### src/rtl/cpu_control_unit.sv
// Fetch/decode/sequence controller for cpuDatapath: owns PC and IR and runs every
// instruction as FETCH -> EXEC -> WB, with HALT parking the machine in a sticky HALTED state.
module cpu_control_unit #(
    parameter int INSTR_WIDTH = 16,
    parameter int ADDR_WIDTH  = 4,
    parameter int FS_WIDTH    = 3,
    parameter int PC_WIDTH    = 6,
    parameter int RESET_PC    = 0
) (
    input  logic                   clk,
    input  logic                   reset,
    input  logic [INSTR_WIDTH-1:0] instrIn,
    input  logic [INSTR_WIDTH-1:0] Dout,
    input  logic [INSTR_WIDTH-1:0] Aout,
    output logic [PC_WIDTH-1:0]    PC,
    output logic [ADDR_WIDTH-1:0]  DA,
    output logic [ADDR_WIDTH-1:0]  AA,
    output logic [ADDR_WIDTH-1:0]  BA,
    output logic [FS_WIDTH-1:0]    FS,
    output logic                   MB,
    output logic [1:0]             resultSource,
    output logic                   RW,
    output logic                   MW,
    output logic                   halted
);

    localparam logic [1:0] S_FETCH  = 2'd0;
    localparam logic [1:0] S_EXEC   = 2'd1;
    localparam logic [1:0] S_WB     = 2'd2;
    localparam logic [1:0] S_HALTED = 2'd3;

    localparam logic [3:0] OP_ADDI = 4'd8;
    localparam logic [3:0] OP_LDI  = 4'd9;
    localparam logic [3:0] OP_LD   = 4'd10;
    localparam logic [3:0] OP_ST   = 4'd11;
    localparam logic [3:0] OP_BEQZ = 4'd12;
    localparam logic [3:0] OP_BNEZ = 4'd13;
    localparam logic [3:0] OP_JAL  = 4'd14;
    localparam logic [3:0] OP_HALT = 4'd15;

    localparam logic [1:0] SRC_F    = 2'd0;
    localparam logic [1:0] SRC_LINK = 2'd1;
    localparam logic [1:0] SRC_RAM  = 2'd2;
    localparam logic [1:0] SRC_IMM  = 2'd3;

    logic [1:0]             state_reg,  state_next;
    logic [PC_WIDTH-1:0]    pc_reg,     pc_next;
    logic [INSTR_WIDTH-1:0] ir_reg,     ir_next;
    logic                   taken_reg,  taken_next;
    logic [PC_WIDTH-1:0]    target_reg, target_next;
    logic                   halted_reg, halted_next;

    logic [3:0]            op;
    logic [ADDR_WIDTH-1:0] fld_d;
    logic [ADDR_WIDTH-1:0] fld_a;
    logic [ADDR_WIDTH-1:0] fld_b;
    logic [7:0]            imm8;
    logic [PC_WIDTH-1:0]   branch_offset;
    logic [PC_WIDTH-1:0]   branch_target;
    logic [PC_WIDTH-1:0]   pc_plus_one;
    logic                  dout_zero;
    logic                  unused_aout;

    assign op    = ir_reg[INSTR_WIDTH-1 -: 4];
    assign fld_d = ir_reg[3*ADDR_WIDTH-1 -: ADDR_WIDTH];
    assign fld_a = ir_reg[2*ADDR_WIDTH-1 -: ADDR_WIDTH];
    assign fld_b = ir_reg[ADDR_WIDTH-1:0];
    assign imm8  = ir_reg[7:0];

    // Offset is the 8-bit two's-complement field resized to the PC width, so targets wrap.
    assign branch_offset = PC_WIDTH'($signed(imm8));
    assign branch_target = pc_reg + branch_offset;
    assign pc_plus_one   = pc_reg + PC_WIDTH'(1);
    assign dout_zero     = (Dout == '0);

    // Only the low PC bits of Aout form a jump target.
    assign unused_aout = ^Aout[INSTR_WIDTH-1:PC_WIDTH];

    always_ff @(posedge clk or negedge reset) begin
        if (!reset) begin
            state_reg  <= S_FETCH;
            pc_reg     <= PC_WIDTH'(RESET_PC);
            ir_reg     <= '0;
            taken_reg  <= 1'b0;
            target_reg <= '0;
            halted_reg <= 1'b0;
        end else begin
            state_reg  <= state_next;
            pc_reg     <= pc_next;
            ir_reg     <= ir_next;
            taken_reg  <= taken_next;
            target_reg <= target_next;
            halted_reg <= halted_next;
        end
    end

    always_comb begin
        state_next  = state_reg;
        pc_next     = pc_reg;
        ir_next     = ir_reg;
        taken_next  = taken_reg;
        target_next = target_reg;
        halted_next = halted_reg;
        case (state_reg)
            S_FETCH: begin
                ir_next    = instrIn;
                state_next = S_EXEC;
            end
            S_EXEC: begin
                taken_next  = 1'b0;
                target_next = '0;
                case (op)
                    OP_BEQZ: begin
                        taken_next  = dout_zero;
                        target_next = branch_target;
                    end
                    OP_BNEZ: begin
                        taken_next  = !dout_zero;
                        target_next = branch_target;
                    end
                    OP_JAL: begin
                        // Sampled before the link write in WB, so d == a still jumps to the old value.
                        taken_next  = 1'b1;
                        target_next = Aout[PC_WIDTH-1:0];
                    end
                    default: ;
                endcase
                if (op == OP_HALT) begin
                    state_next  = S_HALTED;
                    halted_next = 1'b1;
                end else begin
                    state_next = S_WB;
                end
            end
            S_WB: begin
                pc_next    = taken_reg ? target_reg : pc_plus_one;
                state_next = S_FETCH;
            end
            S_HALTED: ;
            default: state_next = S_FETCH;
        endcase
    end

    // Controls are purely a function of state and IR so reset clears them instantly.
    always_comb begin
        DA           = '0;
        AA           = '0;
        BA           = '0;
        FS           = '0;
        MB           = 1'b0;
        resultSource = SRC_F;
        RW           = 1'b0;
        MW           = 1'b0;
        if (state_reg == S_EXEC || state_reg == S_WB) begin
            DA = fld_d;
            AA = fld_a;
            BA = fld_b;
            case (op)
                OP_ADDI: begin
                    MB = 1'b1;
                    RW = (state_reg == S_WB);
                end
                OP_LDI: begin
                    resultSource = SRC_IMM;
                    RW           = (state_reg == S_WB);
                end
                OP_LD: begin
                    resultSource = SRC_RAM;
                    RW           = (state_reg == S_WB);
                end
                OP_ST:   MW = (state_reg == S_EXEC);
                OP_BEQZ: ;
                OP_BNEZ: ;
                OP_JAL: begin
                    resultSource = SRC_LINK;
                    RW           = (state_reg == S_WB);
                end
                OP_HALT: ;
                default: begin
                    FS = FS_WIDTH'(op[2:0]);
                    RW = (state_reg == S_WB);
                end
            endcase
        end
    end

    assign PC     = pc_reg;
    assign halted = halted_reg;

endmodule

### config.mk
export PLATFORM = sky130hd
export DESIGN_NAME = cpu_control_unit
export DESIGN_NICKNAME = d
export VERILOG_FILES = /design/src/rtl/cpu_control_unit.sv
export SDC_FILE = /design/constraint.sdc
export NUM_CORES = 1
export LEC_CHECK = 0
export ABC_AREA = 1
export BUFFER_PORTS_ARGS = -buffer_cell sky130_fd_sc_hd__buf_4
export CAP_MARGIN = 10
export CORE_MARGIN = 3
export CORE_UTILIZATION = 40
export CTS_CLUSTER_SIZE = 40
export DETAILED_ROUTE_END_ITERATION = 16
export PLACE_DENSITY = 0.7
export SLEW_MARGIN = 20
export SYNTH_ARGS = -nofsm -noshare
export SYNTH_HDL_FRONTEND = slang
export SYNTH_SLANG_ARGS = --single-unit
### constraint.sdc
create_clock -name clk -period 1.7 [get_ports clk]
set_input_delay 0.085 -clock clk [delete_from_list [all_inputs] [get_ports clk]]
set_output_delay 0.085 -clock clk [all_outputs]
set_load 0.02 [all_outputs]
==> results.yml, run 1 <==
worst_setup_path:
  start_kind: "flip-flop"
  r2r_end: "target_reg[2]"
  worstSetupPathType: "reg -> out"
  end_kind: "output port"
  critPathMaxFanout: 5
  arrival_ns: 1.55
  rrSetupSlack_ns: 0.11
  timing.rr.start: "ir_reg[0]"
  required_ns: 1.62
  rr_worst_depth: 5
timing:
  finalCriticalPeriod_ns: 1.64
  fmax_mhz: 612
  finalCritPeriodShare_pct: 96.2
  setup_viol: 0
  worstMarginPinSlew_ns: 0.402
  fin_worst_skew_ns: 0.00566
  holdWs_ns: 0.00340
  setup_tns_ns: 0
  slew_headroom_pct: 73.2
  final_hold_viol_count: 0
  grt_setup_unrepaired: "yes"
  drv_slew: 0
status:
  status: "finished clean"
global_route:
  grt_pass1_vias: 1640
  grt_first_pass_wirelength_mm: 7.25
  grt.total_usage_pct: 17.1
  antenna_found_initial: 0
  gr-total-overflow: 0
  grt_max_degree: 33
synthesis:
  synthCells: 240
  yosys.area.top_type: "dfrtp_1"
  netlist_area_mm2: 0.00195
  yosysWarnings: 0
  synth.distinct_cells: 32
  synth-seq-cells: 32
  synthTopCellsByArea: "dfrtp_1 (41%), nand2_1 (9.4%), ha_1 (7.1%)"
  syn-num-nets: 302
  synth-seq-area-share_pct: 41.1
  synth_top_area_share_pct: 41.1
  avgSynthCellArea_um2: 8.11
final_layout:
  areaGrowthSynthToFinish_pct: 41.1
  fin_nets: 381
  final_cell_mix: "buf_4 (72), nand2_1 (49), dfrtp_1 (30), inv_1 (30), nor2_1 (28)"
  largest_register_ffs: 16
  layout_commonest_cell: "buf_4"
  drive_gt1_share_pct: 36.6
  design_area_mm2: 0.00275
  ff_latch_area_um2: 803
  diodes: 0
  multi_input_area_mm2: 0.00102
  nFillCells: 397
  utilization_pct: 60.6
hold_path:
  min_path_cells: 3
  hp-start: "instrIn[14]"
  min_to: "ir_reg[14]"
  hold_class: "in -> reg"
power_and_ir_drop:
  power.density_mw_per_mm2: 2100
  power_leakage_nw: 1.43
  vdd_drop_max_uv: 1180
  finalPower_w: 0.00578
run:
  drv_cap: 0
clock_network:
  cts_sinks: 32
  clock_latency_ns: 0.29
  cts_buffers: 5
  clk_pin_slew_ns: 0.07
  tritoncts: "yes"
  clockBufferDepth: 2
  cts_root_buffer: "clkbuf_8"
  htreeDepth: 2
detailed_routing:
  drt-total-wl_mm: 4.64
  drtAntennaViolNets: 0
  firstDrtPassIters: 4
  vias: 1825
  dr.first_iter.drc_count: 132
  post_drt_wl_per_cell_um: 12.1
  avgViaCountPerCell: 4.74
  drc: 0
placement:
  hpwl_mm: 3.57
  port_buffers: 66
  place_area_mm2: 0.00255
  routabilityCongestion: 0.887
floorplanning:
  fp.coreArea_mm2: 0.00453
  pin_count: 77
  rows: 24
  dieHeight_um: 75.8
  initial_core_util_pct: 42.9
  die-area_mm2: 0.00574
  die_x_um: 75.8
## cell families after synthesis
family                     Yosys count  synth area share, %
and+or+nand+nor                    101                 22.6
AOI/OAI and AO/OA                   37                 10.9
adders and majority gates           12                 8.10
muxes                               12                 6.94
DFF                                 32                 41.1
buffers and inverters               44                 9.38
xor gates and xnor gates             2                0.900
## per-layer routing
layer	GRT usage, %	routed length [um]
met3	3.96	225
met5	0	0
met4	6.99	81
met1	21.6	1970
met2	27.9	2370
## worst max path at each step
stage,from,end,slack (ns),depth (start not counted)
3_5_place_dp,ir_reg[0],target_reg[2],0.13,5
2_1_floorplan,state_reg[0],resultSource[1],0.02,4
3_3_place_gp,ir_reg[0],target_reg[2],0.15,5
4_1_cts,state_reg[0],RW,0.006,5
6_report,state_reg[0],RW,0.06,5
5_1_grt,state_reg[0],RW,-0.004,5
## cells in the mapped netlist
cell type,number
a2111oi_2,1
a211oi_1,1
a21oi_1,11
a21oi_2,2
a31oi_1,4
buf_2,3
buf_6,1
clkbuf_1,1
clkinv_2,1
clkinv_4,1
dfrtp_1,32
fa_1,1
ha_1,11
inv_1,33
inv_2,4
mux2_2,12
nand2_1,49
nand2_2,1
nand2_4,1
nand3_1,9
nand3_4,1
nand4_1,4
nor2_1,28
nor2_2,1
nor3_1,3
nor4_1,2
o211ai_1,1
o21ai_0,11
o21ai_1,6
or2_2,2
xnor2_1,1
xor2_1,1
## worst max-delay path, stage by stage (launching register included)
cell and delay, ns:
dfrtp_1 0.39, inv_2 0.12, ha_4 0.19, inv_2 0.06
a2111oi_4 0.32, buf_4 0.20
## stage by stage
stage | cells | setup slack [ns]
after detailed placement | 372 | 0.131
after floorplan | 240 | 0.0207
after CTS | 385 | 0.00621
final | 385 | 0.0648
after global routing | 385 | -0.00413
after global placement | 372 | 0.150
## cell type report
class	count	area share, %
clock inverter	2	0.364
multi-input combinational	164	37.0
timing repair buffer	77	21.9
clock buffer	6	3.01
tap	65	2.96
inverter	39	5.56
sequential	32	29.2
## report_power, final
part	switching (W)	internal [W]	total, W
clock	0.000291	0.000323	0.000613
combinational	0.00205	0.00159	0.00363
sequential	0.000370	0.00116	0.00153
## what timing repair did
item,in CTS,in global routing
endpoints found under the hold margin,34,0
gates cloned,0,0
hold buffers,3,0
pin swaps,0,1
resized for setup,5,7
endpoints found under the setup margin,6,8
buffers inserted,2,0
No activity file was read; power rests on OpenSTA's default activity.
==> inputs of run 2 (changes only) <==
Settings changed: RECOVER_POWER from default to 25.
==> run 2 against run 1 <==
- sequential power hardly changed
- sequential share of layout area barely moved
- wire length did not move
- setup slack is the same
- critical path depth is the same
- via count stayed put
==> results.yml, run 2 (synthesis gave the netlist of run 1 again) <==
placement:
  port_buffers: 66
  preCtsSetupSlack_ns: 0.131
  hpwl_mm: 3.57
  routabilityCongestion: 0.887
timing:
  finalCriticalPeriod_ns: 1.64
  timing.final.ws_setup_ns: 0.0648
  fin_worst_skew_ns: 0.00566
  slew_headroom_pct: 47.8
  worstMarginPinSlew_ns: 0.783
  finalCritPeriodShare_pct: 96.2
  fmax_mhz: 612
  setup_viol: 0
  grt_setup_unrepaired: "yes"
  final_hold_viol_count: 0
  drv_slew: 0
floorplanning:
  die-area_mm2: 0.00574
  initial_core_util_pct: 42.9
  fp.coreArea_mm2: 0.00453
  rows: 24
  dieHeight_um: 75.8
  pin_count: 77
  die_x_um: 75.8
global_route:
  grt.total_usage_pct: 17.1
  grt_first_pass_wirelength_mm: 7.25
  gr-total-overflow: 0
  grt_max_degree: 33
  antenna_found_initial: 0
  grt_pass1_vias: 1640
worst_setup_path:
  worstSetupPathType: "reg -> out"
  required_ns: 1.62
  rrSetupSlack_ns: 0.11
  critPathMaxFanout: 5
  startpoint: "state_reg[0]"
  end_kind: "output port"
  timing.rr.start: "ir_reg[0]"
  arrival_ns: 1.55
  start_kind: "flip-flop"
clock_network:
  clockBufferDepth: 2
  htreeDepth: 2
  clock_latency_ns: 0.29
  cts_sinks: 32
  cts_root_buffer: "clkbuf_8"
  tritoncts: "yes"
  cts_buffers: 5
  clk_pin_slew_ns: 0.07
final_layout:
  final_cell_mix: "buf_4 (71), nand2_1 (49), dfrtp_1 (30), inv_1 (30), nor2_1 (28)"
  ff_latch_area_um2: 803
  largest_register_ffs: 16
  diodes: 0
  fin_nets: 381
  nFillCells: 398
  drive_gt1_share_pct: 36.6
  areaGrowthSynthToFinish_pct: 41.0
  layout_commonest_cell: "buf_4"
  multi_input_area_mm2: 0.00102
power_and_ir_drop:
  finalPower_w: 0.00578
  vdd_drop_max_uv: 1180
  power_leakage_nw: 1.43
  power.density_mw_per_mm2: 2100
hold_path:
  hold_class: "in -> reg"
  hp-start: "instrIn[14]"
detailed_routing:
  drt-total-wl_mm: 4.64
  drc: 0
  vias: 1825
  avgViaCountPerCell: 4.74
  firstDrtPassIters: 4
  dr.first_iter.drc_count: 132
  post_drt_wl_per_cell_um: 12.1
  drtAntennaViolNets: 0
status:
  status: "finished clean"
run:
  drv_cap: 0
run 2: where the power goes:
group | internal (W) | switching [W] | total [W]
sequential | 0.00116 | 0.000370 | 0.00153
clock | 0.000323 | 0.000291 | 0.000613
combinational | 0.00159 | 0.00205 | 0.00363
total | 0.00307 | 0.00271 | 0.00578
run 2: cell type report:
class / count / share of cell area (%)
Clock buffer: 6 / 3.01
Clock inverter: 2 / 0.365
Inverter: 39 / 5.56
Multi-Input combinational cell: 164 / 37.0
Sequential cell: 32 / 29.3
Tap cell: 65 / 2.96
Timing Repair Buffer: 77 / 21.8
run 2: per-layer routing:
layer	global-route usage [%]	up-vias	wire length, um
met5	0	-	0
met4	6.99	0	81
met3	3.96	7	225
met2	27.9	52	2370
met1	21.6	830	1970
li1	-	936	-
run 2: what timing repair did:
action | CTS | global route
setup endpoints to repair | 6 | 8
setup buffers | 2 | 0
hold endpoints to repair | 34 | 0
resized for setup | 5 | 7
pin swaps | 0 | 1
hold buffers | 3 | 0
run 2: per-stage QoR:
step           setup TNS [ns]  area, um^2  util (%)  cells  hold slack, ns
3_5_place_dp                0        2550      56.3    372          0.0524
4_1_cts                     0        2730      60.1    385         0.00346
5_1_grt              -0.00413        2750      60.5    385          0.0168
3_3_place_gp                0        2550      56.3    372          0.0466
6_report                    0        2750      60.5    385         0.00340
2_1_floorplan               0        1950         -    240          -0.211
run 2: worst paths after layout:
path | to | cells after the start
worst min-delay path | ir_reg[14] | 3
max in group asynchronous | ir_reg[13] | 2
worst max register to register | target_reg[2] | 5
worst max-delay path | RW | 5
min in group asynchronous | PC[3] | 2
worst min register to register | halted | 1
run 2: critical path: stages, from the launching register on:
cell and delay (ns):
dfrtp_1 0.39, inv_2 0.12, ha_4 0.19, inv_2 0.06, a2111oi_4 0.32, buf_4 0.20
==> inputs of run 3 (changes only) <==
Settings changed: BUFFER_PORTS_ARGS -buffer_cell sky130_fd_sc_hd__buf_4 to default, CORE_UTILIZATION 40 to 45, DONT_BUFFER_PORTS from default to 1, PLACE_DENSITY 0.7 to 0.62.
==> run 3 against run 2 <==
- global-route usage rose by 1.6 points
- setup slack improved by 0.013 ns
- critical path depth rose by 1
- fmax is 0.81% higher
- clock skew fell by 0.0018 ns
- non-clock buffer count fell by 33
- total power down 5.3%
- die area shrank 10%
- final area shrank 7.9%
- utilization is 1.3 points higher
- combinational power shrank 10%
- register-to-register slack hardly changed
- critical path type unchanged
- largest cell class unchanged
==> results.yml, run 3 (synthesis gave the netlist of run 1 again) <==
status:
  status: "finished clean"
timing:
  worstMarginPinSlew_ns: 0.776
  setup_tns_ns: 0
  finalCriticalPeriod_ns: 1.62
  drv_slew: 0
  fmax_mhz: 617
  slew_headroom_pct: 48.2
  holdWs_ns: 0.0790
  fin_worst_skew_ns: 0.00387
  setup_viol: 0
  final_hold_viol_count: 0
  finalCritPeriodShare_pct: 95.4
clock_network:
  clk_pin_slew_ns: 0.07
  cts_sinks: 32
  clockBufferDepth: 2
  htreeDepth: 2
  tritoncts: "yes"
  cts_buffers: 5
  cts_root_buffer: "clkbuf_8"
  clock_latency_ns: 0.28
power_and_ir_drop:
  vdd_drop_max_uv: 1080
  finalPower_w: 0.00547
  power_leakage_nw: 1.26
  power.density_mw_per_mm2: 2160
final_layout:
  diodes: 0
  areaGrowthSynthToFinish_pct: 29.9
  largest_register_ffs: 16
  multi_input_area_mm2: 0.00102
  ff_latch_area_um2: 802
  drive_gt1_share_pct: 22.6
  nFillCells: 356
  fin_nets: 348
  layout_commonest_cell: "nand2_1"
  final_cell_mix: "nand2_1 (49), dfrtp_1 (31), inv_1 (31)"
detailed_routing:
  post_drt_wl_per_cell_um: 13.4
  dr.first_iter.drc_count: 112
  drt-total-wl_mm: 4.51
  avgViaCountPerCell: 5.10
  drc: 0
  drtAntennaViolNets: 0
  firstDrtPassIters: 4
  vias: 1720
floorplanning:
  initial_core_util_pct: 47.6
  die-area_mm2: 0.00515
  pin_count: 77
  die_x_um: 71.8
  fp.coreArea_mm2: 0.00409
  rows: 23
  dieHeight_um: 71.8
worst_setup_path:
  rr_worst_depth: 5
  start_kind: "flip-flop"
  arrival_ns: 1.54
  timing.rr.start: "ir_reg[0]"
  worstSetupPathType: "reg -> out"
  required_ns: 1.62
  end_kind: "output port"
  startpoint: "ir_reg[15]"
  critPathMaxFanout: 6
placement:
  hpwl_mm: 3.28
  port_buffers: 0
  routabilityCongestion: 0.798
hold_path:
  hp-start: "Aout[4]"
  min_path_cells: 4
  hold_class: "in -> reg"
global_route:
  gr-total-overflow: 0
  antenna_found_initial: 0
  grt_max_degree: 33
  grt_pass1_vias: 1645
  grt.total_usage_pct: 18.7
  grt_first_pass_wirelength_mm: 7.51
run:
  drv_cap: 0
## run 3: cell count changes in the layout (fill, tap and decap cells not counted), moves of 2 or more
cell / delta
buf_4: -50
clkinv_2: -2
inv_4: +2
nor4_2: +2
dlygate4sd3_1: +18
inv_2: -2
## run 3: stage by stage
step                      std cells  instance area (um^2)  util, %  worst slack (ns)
after global placement          301                  2100     51.4             0.163
after global routing            337                  2530     61.9          -0.00383
final                           337                  2530     61.9            0.0780
after CTS                       337                  2500     61.1          -0.00289
after floorplan                 240                  1950        -            0.0207
after detailed placement        301                  2100     51.4             0.131
## run 3: cell type report
class	count	area share, %
multi-input cells	164	40.2
repair buffers	44	15.2
clock inverters	2	1.39
inverters	39	6.19
well taps	50	2.47
clock buffers	6	2.87
flip-flops and latches	32	31.7
## run 3: routing by layer
metal / GRT usage, % / up-vias / part of all wire [%]
li1: - / 867 / -
met1: 26.2 / 803 / 46
met2: 28.1 / 44 / 47
met3: 4.35 / 6 / 5.3
met4: 6.89 / 0 / 1.4
met5: 0 / - / 0
## run 3: report_power, final
| part | total, W | internal [W] | switching [W] |
|---|---|---|---|
| Clock | 0.000704 | 0.000434 | 0.000270 |
| Sequential | 0.00150 | 0.00116 | 0.000345 |
| Combinational | 0.00326 | 0.00123 | 0.00203 |
## run 3: repair_timing
item | in CTS | in global routing
gates resized for setup | 3 | 10
setup buffers | 6 | 0
cloned | 0 | 0
pin swaps | 2 | 1
hold buffers | 22 | 0
endpoints found under the hold margin | 52 | 0
endpoints found under the setup margin | 5 | 6
## run 3: final timing paths
kind | end | slack (ns)
min in group asynchronous | target_reg[1] | 0.44
worst min register to register | ir_reg[9] | 0.51
worst max-delay path | RW | 0.08
worst max register to register | target_reg[2] | 0.12
worst min-delay path | target_reg[4] | 0.08
max in group asynchronous | ir_reg[13] | 0.72
## run 3: worst max-delay path: stages, from the launching register on
cell       delay (ns)
dfrtp_1          0.40
nand2_2          0.11
clkinv_4         0.09
nand2_4          0.08
inv_4            0.05
a2111oi_4        0.32
buf_4            0.20
